File: config.mk
export PLATFORM = sky130hd
export DESIGN_NAME = rerows_loader
export DESIGN_NICKNAME = d
export VERILOG_FILES = /design/src/rtl/enigma_pkg.sv /design/src/rtl/rerows_loader.sv
export SDC_FILE = /design/constraint.sdc
export NUM_CORES = 1
export LEC_CHECK = 0
export ABC_AREA = 1
export BUFFER_PORTS_ARGS = -buffer_cell sky130_fd_sc_hd__buf_4
export CORE_MARGIN = 2
export CORE_UTILIZATION = 35
export CTS_CLUSTER_DIAMETER = 120
export CTS_CLUSTER_SIZE = 28
export DETAILED_ROUTE_END_ITERATION = 16
export GPL_TIMING_DRIVEN = 0
export HOLD_SLACK_MARGIN = 0.08
export SLEW_MARGIN = 20
export SYNTH_ARGS = -nofsm -noshare
export SYNTH_HDL_FRONTEND = slang
export SYNTH_SLANG_ARGS = --single-unit
export TNS_END_PERCENT = 1
File: constraint.sdc
create_clock -name clk -period 2.2 [get_ports clk]
set_input_delay 0.33 -clock clk [delete_from_list [all_inputs] [get_ports clk]]
set_output_delay 0.33 -clock clk [all_outputs]
set_load 0.01 [all_outputs]
File: src/rtl/enigma_pkg.sv
// enigma_pkg
// Shared definitions for the cipher datapath front end and the
// row-permutation stage:
//   - state_e     : loader FSM states (FILL, FULL)
//   - BYTES_PER_BLOCK / ROWS : matrix geometry (16 bytes, 4 rows of 4)
//   - row_sel_t   : 2-bit row-select value, {s3, s4}
//   - pack_row    : packs four bytes into a row word, byte 0 at [7:0]
package enigma_pkg;

    typedef enum logic {
        FILL = 1'b0,
        FULL = 1'b1
    } state_e;

    localparam int BYTES_PER_BLOCK = 16;
    localparam int ROWS            = 4;

    typedef logic [1:0] row_sel_t;

    // Byte 0 of a row is the first byte received for that row and
    // lands in the least significant position.
    function automatic logic [31:0] pack_row(input logic [7:0] b0,
                                             input logic [7:0] b1,
                                             input logic [7:0] b2,
                                             input logic [7:0] b3);
        return {b3, b2, b1, b0};
    endfunction

endpackage

File: src/rtl/rerows_loader.sv
// rerows_loader
// Byte-serial loader for the row-permutation stage. Collects 16 bytes
// into a 4x4 matrix (rows w, x, y, z), presents it in parallel, and
// generates the row-select pair (s3, s4) that advances by SEL_STEP per
// delivered block.
//
// Ports:
//   clk, rst_n              clock, asynchronous active-low reset
//   in_data/in_valid/in_ready   byte input handshake
//   abort                   drop the block being assembled or held
//   seed_load, sel_seed     load row select from the key path
//   out_w/x/y/z             matrix rows, byte 0 in [7:0]
//   s3, s4                  row select MSB / LSB
//   out_valid/out_ready     block output handshake
//   blk_cnt                 delivered-block counter, wraps at 16 bits
module rerows_loader
    import enigma_pkg::*;
#(
    parameter logic [1:0] SEL_STEP = 2'd1
) (
    input  logic        clk,
    input  logic        rst_n,
    input  logic [7:0]  in_data,
    input  logic        in_valid,
    output logic        in_ready,
    input  logic        abort,
    input  logic        seed_load,
    input  logic [1:0]  sel_seed,
    output logic [31:0] out_w,
    output logic [31:0] out_x,
    output logic [31:0] out_y,
    output logic [31:0] out_z,
    output logic        s3,
    output logic        s4,
    output logic        out_valid,
    input  logic        out_ready,
    output logic [15:0] blk_cnt
);

    state_e      state_q, state_d;
    logic [3:0]  cnt_q, cnt_d;
    row_sel_t    sel_q, sel_d;
    logic [15:0] blk_cnt_q, blk_cnt_d;
    logic [7:0]  mat_q [BYTES_PER_BLOCK];
    logic [7:0]  mat_d [BYTES_PER_BLOCK];

    logic accept_s;
    logic deliver_s;

    // Handshake qualifiers; abort suppresses both acceptance and delivery.
    always_comb begin
        accept_s  = 1'b0;
        deliver_s = 1'b0;
        if (!abort) begin
            accept_s  = in_valid && (state_q == FILL);
            deliver_s = out_ready && (state_q == FULL);
        end else begin
            accept_s  = 1'b0;
            deliver_s = 1'b0;
        end
    end

    // Next-state, counters, select and matrix byte write decode.
    always_comb begin
        state_d   = state_q;
        cnt_d     = cnt_q;
        sel_d     = sel_q;
        blk_cnt_d = blk_cnt_q;
        mat_d     = mat_q;

        case (state_q)
            FILL: begin
                if (accept_s) begin
                    // 4-bit counter wraps 15 -> 0 as the block completes
                    cnt_d = cnt_q + 4'd1;
                    if (cnt_q == 4'd15) begin
                        state_d = FULL;
                    end else begin
                        state_d = FILL;
                    end
                end else begin
                    state_d = FILL;
                end
            end
            FULL: begin
                if (deliver_s) begin
                    state_d   = FILL;
                    sel_d     = sel_q + SEL_STEP;
                    blk_cnt_d = blk_cnt_q + 16'd1;
                end else begin
                    state_d = FULL;
                end
            end
            default: begin
                state_d = FILL;
                cnt_d   = 4'd0;
            end
        endcase

        // Byte write through index decode on the fill counter.
        for (int i = 0; i < BYTES_PER_BLOCK; i++) begin
            if (accept_s && (cnt_q == 4'(i))) begin
                mat_d[i] = in_data;
            end else begin
                mat_d[i] = mat_q[i];
            end
        end

        if (abort) begin
            state_d = FILL;
            cnt_d   = 4'd0;
        end else begin
            cnt_d = cnt_d;
        end

        // A seed load overrides the post-delivery step.
        if (seed_load) begin
            sel_d = sel_seed;
        end else begin
            sel_d = sel_d;
        end
    end

    // State, counter and select registers.
    always_ff @(posedge clk or negedge rst_n) begin
        if (!rst_n) begin
            state_q   <= FILL;
            cnt_q     <= 4'd0;
            sel_q     <= 2'd0;
            blk_cnt_q <= 16'd0;
        end else begin
            state_q   <= state_d;
            cnt_q     <= cnt_d;
            sel_q     <= sel_d;
            blk_cnt_q <= blk_cnt_d;
        end
    end

    // Matrix byte registers.
    always_ff @(posedge clk or negedge rst_n) begin
        if (!rst_n) begin
            for (int i = 0; i < BYTES_PER_BLOCK; i++) begin
                mat_q[i] <= 8'd0;
            end
        end else begin
            for (int i = 0; i < BYTES_PER_BLOCK; i++) begin
                mat_q[i] <= mat_d[i];
            end
        end
    end

    // Outputs come straight from registers; no input-to-output paths.
    assign in_ready  = (state_q == FILL);
    assign out_valid = (state_q == FULL);
    assign out_w     = pack_row(mat_q[0],  mat_q[1],  mat_q[2],  mat_q[3]);
    assign out_x     = pack_row(mat_q[4],  mat_q[5],  mat_q[6],  mat_q[7]);
    assign out_y     = pack_row(mat_q[8],  mat_q[9],  mat_q[10], mat_q[11]);
    assign out_z     = pack_row(mat_q[12], mat_q[13], mat_q[14], mat_q[15]);
    assign s3        = sel_q[1];
    assign s4        = sel_q[0];
    assign blk_cnt   = blk_cnt_q;

endmodule
==> impl_metrics.csv, run 1 <==
group,metric,value,unit
global_route,antenna_found_initial,0,
routing,viasPerCell,4.811,
routing,dr.pass1.iters,5,
pwr,powerDensity,870.0,nW/um^2
final_layout,area_growth,36.41,%
sta,period_share,82.18,%
clocking,clockBufferDepth,2,
clocking,h-tree-depth,4,
placed_design,dp.final_hpwl,11.69,mm
routing,dr.max_layer_used,"met4",
job,drv_cap,0,
clocking,cts-root-buf,"clkbuf_16",
critical_path,start_kind,"flip-flop",
synth,synthMuxAreaShare,0,%
synth,post-synth-top-area-cell,"dfrtp_1",
pwr,seqPwrFrac,43.8,%
critical_path,r2r_end,"out_z[5]",
critical_path,crit_path_top_delay_cell,"dfrtp_1",
floorplan,start_util,35.98,%
synth,synthXorXnorAreaFrac,1.457,%
sta,fin_skew,10.18,ps
synth,postSynthCellCount,589,
critical_path,critPathCaptureType,"flip-flop",
final_layout,nets,794,
clocking,cts.sinks,151,
floorplan,num_rows,47,
routing,antenna_left,0,
final_layout,final_layout_size_suffix_gt1_share,30.92,%
synth,synth_nets,610,
placed_design,dp_cells,973,
routing,m1WireLength,6.915,mm
floorplan,dieArea,18230,sq um
sta,hold_violations,0,
critical_path,crit_type,"reg -> reg",
pwr,comb_power_share,11.9,%
synth,yosysUniqueCellTypes,27,
critical_path,reg2regPathDepth,6,
clocking,cts_tree,"done",
floorplan,fp.dieH,135.0,microns
routing,num_vias,4840,
sta,rsz0062_at_grt,"false",
clocking,clock_latency,420,ps
placed_design,place_congestion,0.7752,
pwr,pwr-share-clk,44.3,%
synth,syn_avg_cell_area,10.20,sq um
synth,synth-simple-area-share,17.68,%
critical_path,worstPathCellList,"inv_1 > ha_1 > nand4_1 > clkbuf_1 > nand2_1 > o21ai_0",
outcome,status,"finished clean",
synth,synth_top_area_share,62.88,%
sta,slew_headroom,41.60,%
clocking,clkTransAtPathRegs,60,ps
floorplan,die_width,135.0,microns
global_route,grt_pass1_wl,26.04,mm
final_layout,antenna_cells,0,
clocking,postCtsHoldBufs,1,
routing,drc,0,
pwr,ir_drop,0.5233,mV
global_route,grt_max_degree,107,
synth,yosys_warnings,0,
routing,dr_wl_met2,7.950,mm
critical_path,worst_ep_required_time,2460,ps
synth,synth-seq-area-share,62.88,%
sta,period_needed,1808,ps
worst_hold_path,hold_end,"sel_q[0]",
global_route,track_usage,18.53,%
routing,drt_wl_total,16.38,mm
clocking,post-cts-setup-buffers,0,
critical_path,cp_max_fo,10,
sta,tightest_slew,876.0,ps
synth,synth_compound_area_share,12.37,%
pwr,internal-power,0.005368,W
pwr,net-switching-power,0.001763,W
critical_path,max_stage_delay,410,ps
clocking,cts-buffers-inserted,17,
clocking,cts-resized-gates,0,
placed_design,io_buffers,163,
worst_hold_path,hold_path.startpoint,"sel_seed[0]",
worst_hold_path,min_path_type,"in -> reg",
synth,synth.area.top_cells,"dfrtp_1 (63%), nand2_1 (7.6%), o21ai_0 (6.8%)",
final_layout,layout.cells.non_filler,1006,
sta,max_freq,553.1,MHz
global_route,grt-ovfl-total,0,
critical_path,arrival,2070,ps
routing,dr.first_iter.drc_count,211,
sta,finalMaxSlewViolations,0,
synth,ys_seq_elements,151,
pwr,sw_frac_of_total,24.73,%
synth,synth-adder-area-share,1.041,%
worst_hold_path,holdPathStages,3,
final_layout,post-route-util,49.09,%
global_route,first_global_vias,4897,
sta,finalSetupViolations,0,
pwr,p_leak,4.230,nW
floorplan,coreArea,16700,sq um
synth,synth_top_family_by_area,"simple AND/OR/NAND/NOR gates",
routing,wl_per_cell,16.28,microns
critical_path,reg2reg_slack,390,ps
critical_path,r2r-start,"cnt_q[0]",
synth,syn_area,6010,sq um
routing,wl_met3,1.376,mm
floorplan,ios,164,
sta,finalSetupTns,0,ps
cell usage after synthesis (all sizes together):
cell    count
nor2       76
inv        29
dfrtp     151
o211a       1
buf        14
nand4       7
xor2        4
o21ai      86
nand2     126
clkbuf     13
ha          5
a21oi      50
xnor2       6
nor3        2
nand3      18
a211oi      1
worst max-delay path by stage:
stage	start	endpoint	slack, ps
2_1_floorplan	out_valid	out_x[5]	700
4_1_cts	cnt_q[0]	out_z[5]	390
3_3_place_gp	rst_n	out_w[21]	160
6_report	cnt_q[0]	out_z[5]	390
5_1_grt	cnt_q[0]	out_z[5]	260
3_5_place_dp	in_data[7]	out_w[7]	390
layer usage:
metal | global-route usage (%) | vias to the layer above
li1 | - | 2294
met3 | 7.545 | 13
met2 | 30.46 | 135
met1 | 23.15 | 2398
met4 | 3.935 | 0
met5 | 0 | -
registers in the layout, summed over array words and instances (netlist names):
signal     cells
cnt_q          4
out_z         32
out_valid      1
blk_cnt       16
out_y         32
out_w         32
sel_q          2
out_x         32
power by group through the flow:
stage | Combinational (W) | Sequential, W | Clock (W)
after floorplan | 0.000242 | 0.00326 | 0
after global placement | 0.000828 | 0.00317 | 0
after detailed placement | 0.000859 | 0.00318 | 0
after CTS | 0.000861 | 0.00313 | 0.00322
after global routing | 0.000932 | 0.00315 | 0.00335
final | 0.000848 | 0.00313 | 0.00316
critical path, delay by kind of cell, from the launching register on:
kind | cells | cell delay, ps
adder cells (fa/ha/maj) | 1 | 290
AND/OR/NAND/NOR | 2 | 430
flip-flops | 1 | 410
buffers and inverters | 2 | 440
AO/OA/AOI/OAI | 1 | 90
cell families (layout without fill, tap and decap cells):
family,after synthesis,count (layout)
AOI/OAI and AO/OA,138,138
adders and majority gates,5,5
DFF,151,151
xor gates and xnor gates,10,10
and+or+nand+nor,229,229
buffers and inverters,56,253
through the flow:
stage	hold slack [ps]	setup WS (ps)	power (W)	area, sq um
after floorplan	34.41	698.6	0.003500	6010
after global placement	470.1	156.1	0.003996	7508
after detailed placement	251.7	393.1	0.004034	7543
after CTS	105.7	389.0	0.007209	8198
after global routing	110.6	261.7	0.007431	8198
final	121.8	392.1	0.007132	8198
cell type report:
class / instances / area, sq um
plain buffers: 27 / 166.4
clock buffers: 20 / 456.7
clock inverters: 12 / 187.7
fillers: 1592 / 8503
inverters: 29 / 108.9
multi-input cells: 382 / 1956
flip-flops and latches: 151 / 3779
well taps: 220 / 275.3
repair buffers: 165 / 1269
layout by cell type (no fill, tap or decap), drive strengths merged, types with 5 or more instances in the layout:
| cell | instances |
|---|---|
| nand4 | 7 |
| nor2 | 76 |
| xnor2 | 6 |
| ha | 5 |
| a21oi | 50 |
| nand3 | 18 |
| dfrtp | 151 |
| nand2 | 126 |
| o21ai | 86 |
| clkbuf | 33 |
| buf | 178 |
| inv | 34 |
No activity file was read; power rests on OpenSTA's default activity.
==> run 2: changes to the inputs <==
==> constraint.sdc (replaced) <==
create_clock -name clk -period 1.9 [get_ports clk]
set_input_delay 0.285 -clock clk [delete_from_list [all_inputs] [get_ports clk]]
set_output_delay 0.285 -clock clk [all_outputs]
set_load 0.01 [all_outputs]
==> run 2 against run 1 <==
Against the previous run:
- core utilization increased by 0.20 points
- routed wire length grew 0.26%
- clock power increased by 16%
- first-iteration DRC count increased by 11%
- non-clock buffer count increased by 3
- largest cell class unchanged
- largest power group unchanged
- highest routed layer unchanged
==> impl_metrics.csv, run 2 (same netlist as run 1, synthesis figures left out) <==
group,metric,value,unit
outcome,status,"finished clean",
clocking,cts-root-buf,"clkbuf_16",
sta,period_share,93.37,%
placed_design,dp.final_hpwl,11.69,mm
routing,viasPerCell,4.787,
critical_path,critPathCaptureType,"flip-flop",
sta,slew_headroom,41.43,%
critical_path,reg2regPathDepth,6,
pwr,powerDensity,1004,nW/um^2
clocking,clock_latency,420,ps
placed_design,io_buffers,163,
critical_path,reg2reg_slack,130,ps
sta,fin_skew,10.28,ps
clocking,clkTransAtPathRegs,60,ps
critical_path,worst_ep_required_time,2160,ps
critical_path,crit_type,"reg -> reg",
floorplan,ios,164,
routing,antenna_left,0,
job,drv_cap,0,
sta,tightest_slew,878.5,ps
routing,num_vias,4830,
routing,drt_wl_total,16.42,mm
clocking,h-tree-depth,4,
pwr,p_total,0.008263,W
sta,rsz0062_at_grt,"true",
routing,wl_per_cell,16.28,microns
sta,finalMaxSlewViolations,0,
critical_path,crit_start,"cnt_q[0]",
clocking,post-cts-setup-buffers,0,
final_layout,area_growth,36.98,%
final_layout,final_cell_mix,"buf_4 (162), dfrtp_1 (151), nand2_1 (121)",
worst_hold_path,holdPathStages,2,
floorplan,die_width,135.0,microns
final_layout,multi_input_area,1958,sq um
sta,max_freq,563.7,MHz
critical_path,arrival,2040,ps
global_route,grt-ovfl-total,0,
global_route,antenna_found_initial,0,
critical_path,r2r-start,"cnt_q[0]",
critical_path,start_kind,"flip-flop",
clocking,cts-buffers-inserted,17,
final_layout,nets,797,
global_route,first_global_vias,4918,
floorplan,fp.dieH,135.0,microns
sta,period_needed,1774,ps
final_layout,antenna_cells,0,
critical_path,cp_max_fo,10,
final_layout,final_layout_size_suffix_gt1_share,31.05,%
global_route,grt_max_degree,107,
sta,finalSetupTns,0,ps
critical_path,crit_end,"out_z[5]",
placed_design,place_congestion,0.7752,
floorplan,num_rows,47,
routing,drc,0,
routing,dr.pass1.iters,4,
pwr,p_leak,4.243,nW
global_route,grt_pass1_wl,26.08,mm
floorplan,coreArea,16700,sq um
final_layout,register_area,3779,sq um
final_layout,n_fill_cell,1593,
floorplan,start_util,35.98,%
sta,finalSetupViolations,0,
sta,hold_violations,0,
critical_path,r2r_end,"out_z[5]",
clocking,cts_tree,"done",
pwr,ir_drop,0.6069,mV
final_layout,post-route-util,49.29,%
worst_hold_path,min_path_type,"in -> reg",
global_route,track_usage,18.58,%
sta,holdWs,110.0,ps
routing,dr.first_iter.drc_count,234,
final_layout,final_common_cell,"buf_4",
clocking,cts.sinks,151,
floorplan,dieArea,18230,sq um
clocking,clockBufferDepth,2,
## run 2: cell types whose count changed in the layout (fill, tap and decap cells not counted)
| cell | previous run | this run |
|---|---|---|
| clkbuf_2 | 0 | 1 |
| nor2_2 | 1 | 2 |
| nor2_1 | 68 | 67 |
| clkbuf_1 | 14 | 13 |
| dlygate4sd3_1 | 1 | 4 |
## run 2: critical path: stages, from the launching register on
cell	delay [ps]
dfrtp_1	410
inv_1	130
ha_1	290
nand4_1	340
clkbuf_2	290
nand2_1	80
o21ai_0	80
## run 2: worst min-delay path by stage
stage,startpoint,end
2_1_floorplan,rst_n,blk_cnt[0]
3_3_place_gp,out_w[18],out_w[18]
3_5_place_dp,rst_n,out_y[6]
4_1_cts,sel_seed[1],sel_q[1]
5_1_grt,sel_seed[1],sel_q[1]
6_report,sel_seed[1],sel_q[1]
## run 2: repair_timing
item | CTS | global route
gates resized for setup | 0 | 3
hold endpoints to repair | 47 | 0
hold buffers | 4 | 0
setup endpoints to repair | 0 | 6
## run 2: metrics by stage
stage	std cells	instance area, sq um	setup slack [ps]
finish	1009	8232	125.9
global route	1009	8232	-1.723
CTS	1009	8228	88.97
detailed placement	973	7543	100.9
global placement	972	7508	-98.93
floorplan	589	6010	398.6
## run 2: power by group
group | internal, W | switching, W | leakage (nW)
registers | 0.00347 | 0.000153 | 2.05
clock network | 0.00230 | 0.00136 | 0.314
logic | 0.000459 | 0.000528 | 1.87
## run 2: layer usage
layer  part of all wire [%]  GRT usage [%]
met3                    8.2          7.545
met2                     48          30.46
met4                   0.83          4.109
met5                      0              0
met1                     42          23.20
## run 2: cell type report
type                    instances  share of cell area, %
flip-flops and latches        151                  45.90
repair buffers                168                  15.78
clock inverters                12                  2.280
multi-input cells             382                  23.79
clock buffers                  20                  5.548
plain buffers                  27                  2.037
inverters                      29                  1.322
well taps                     220                  3.344
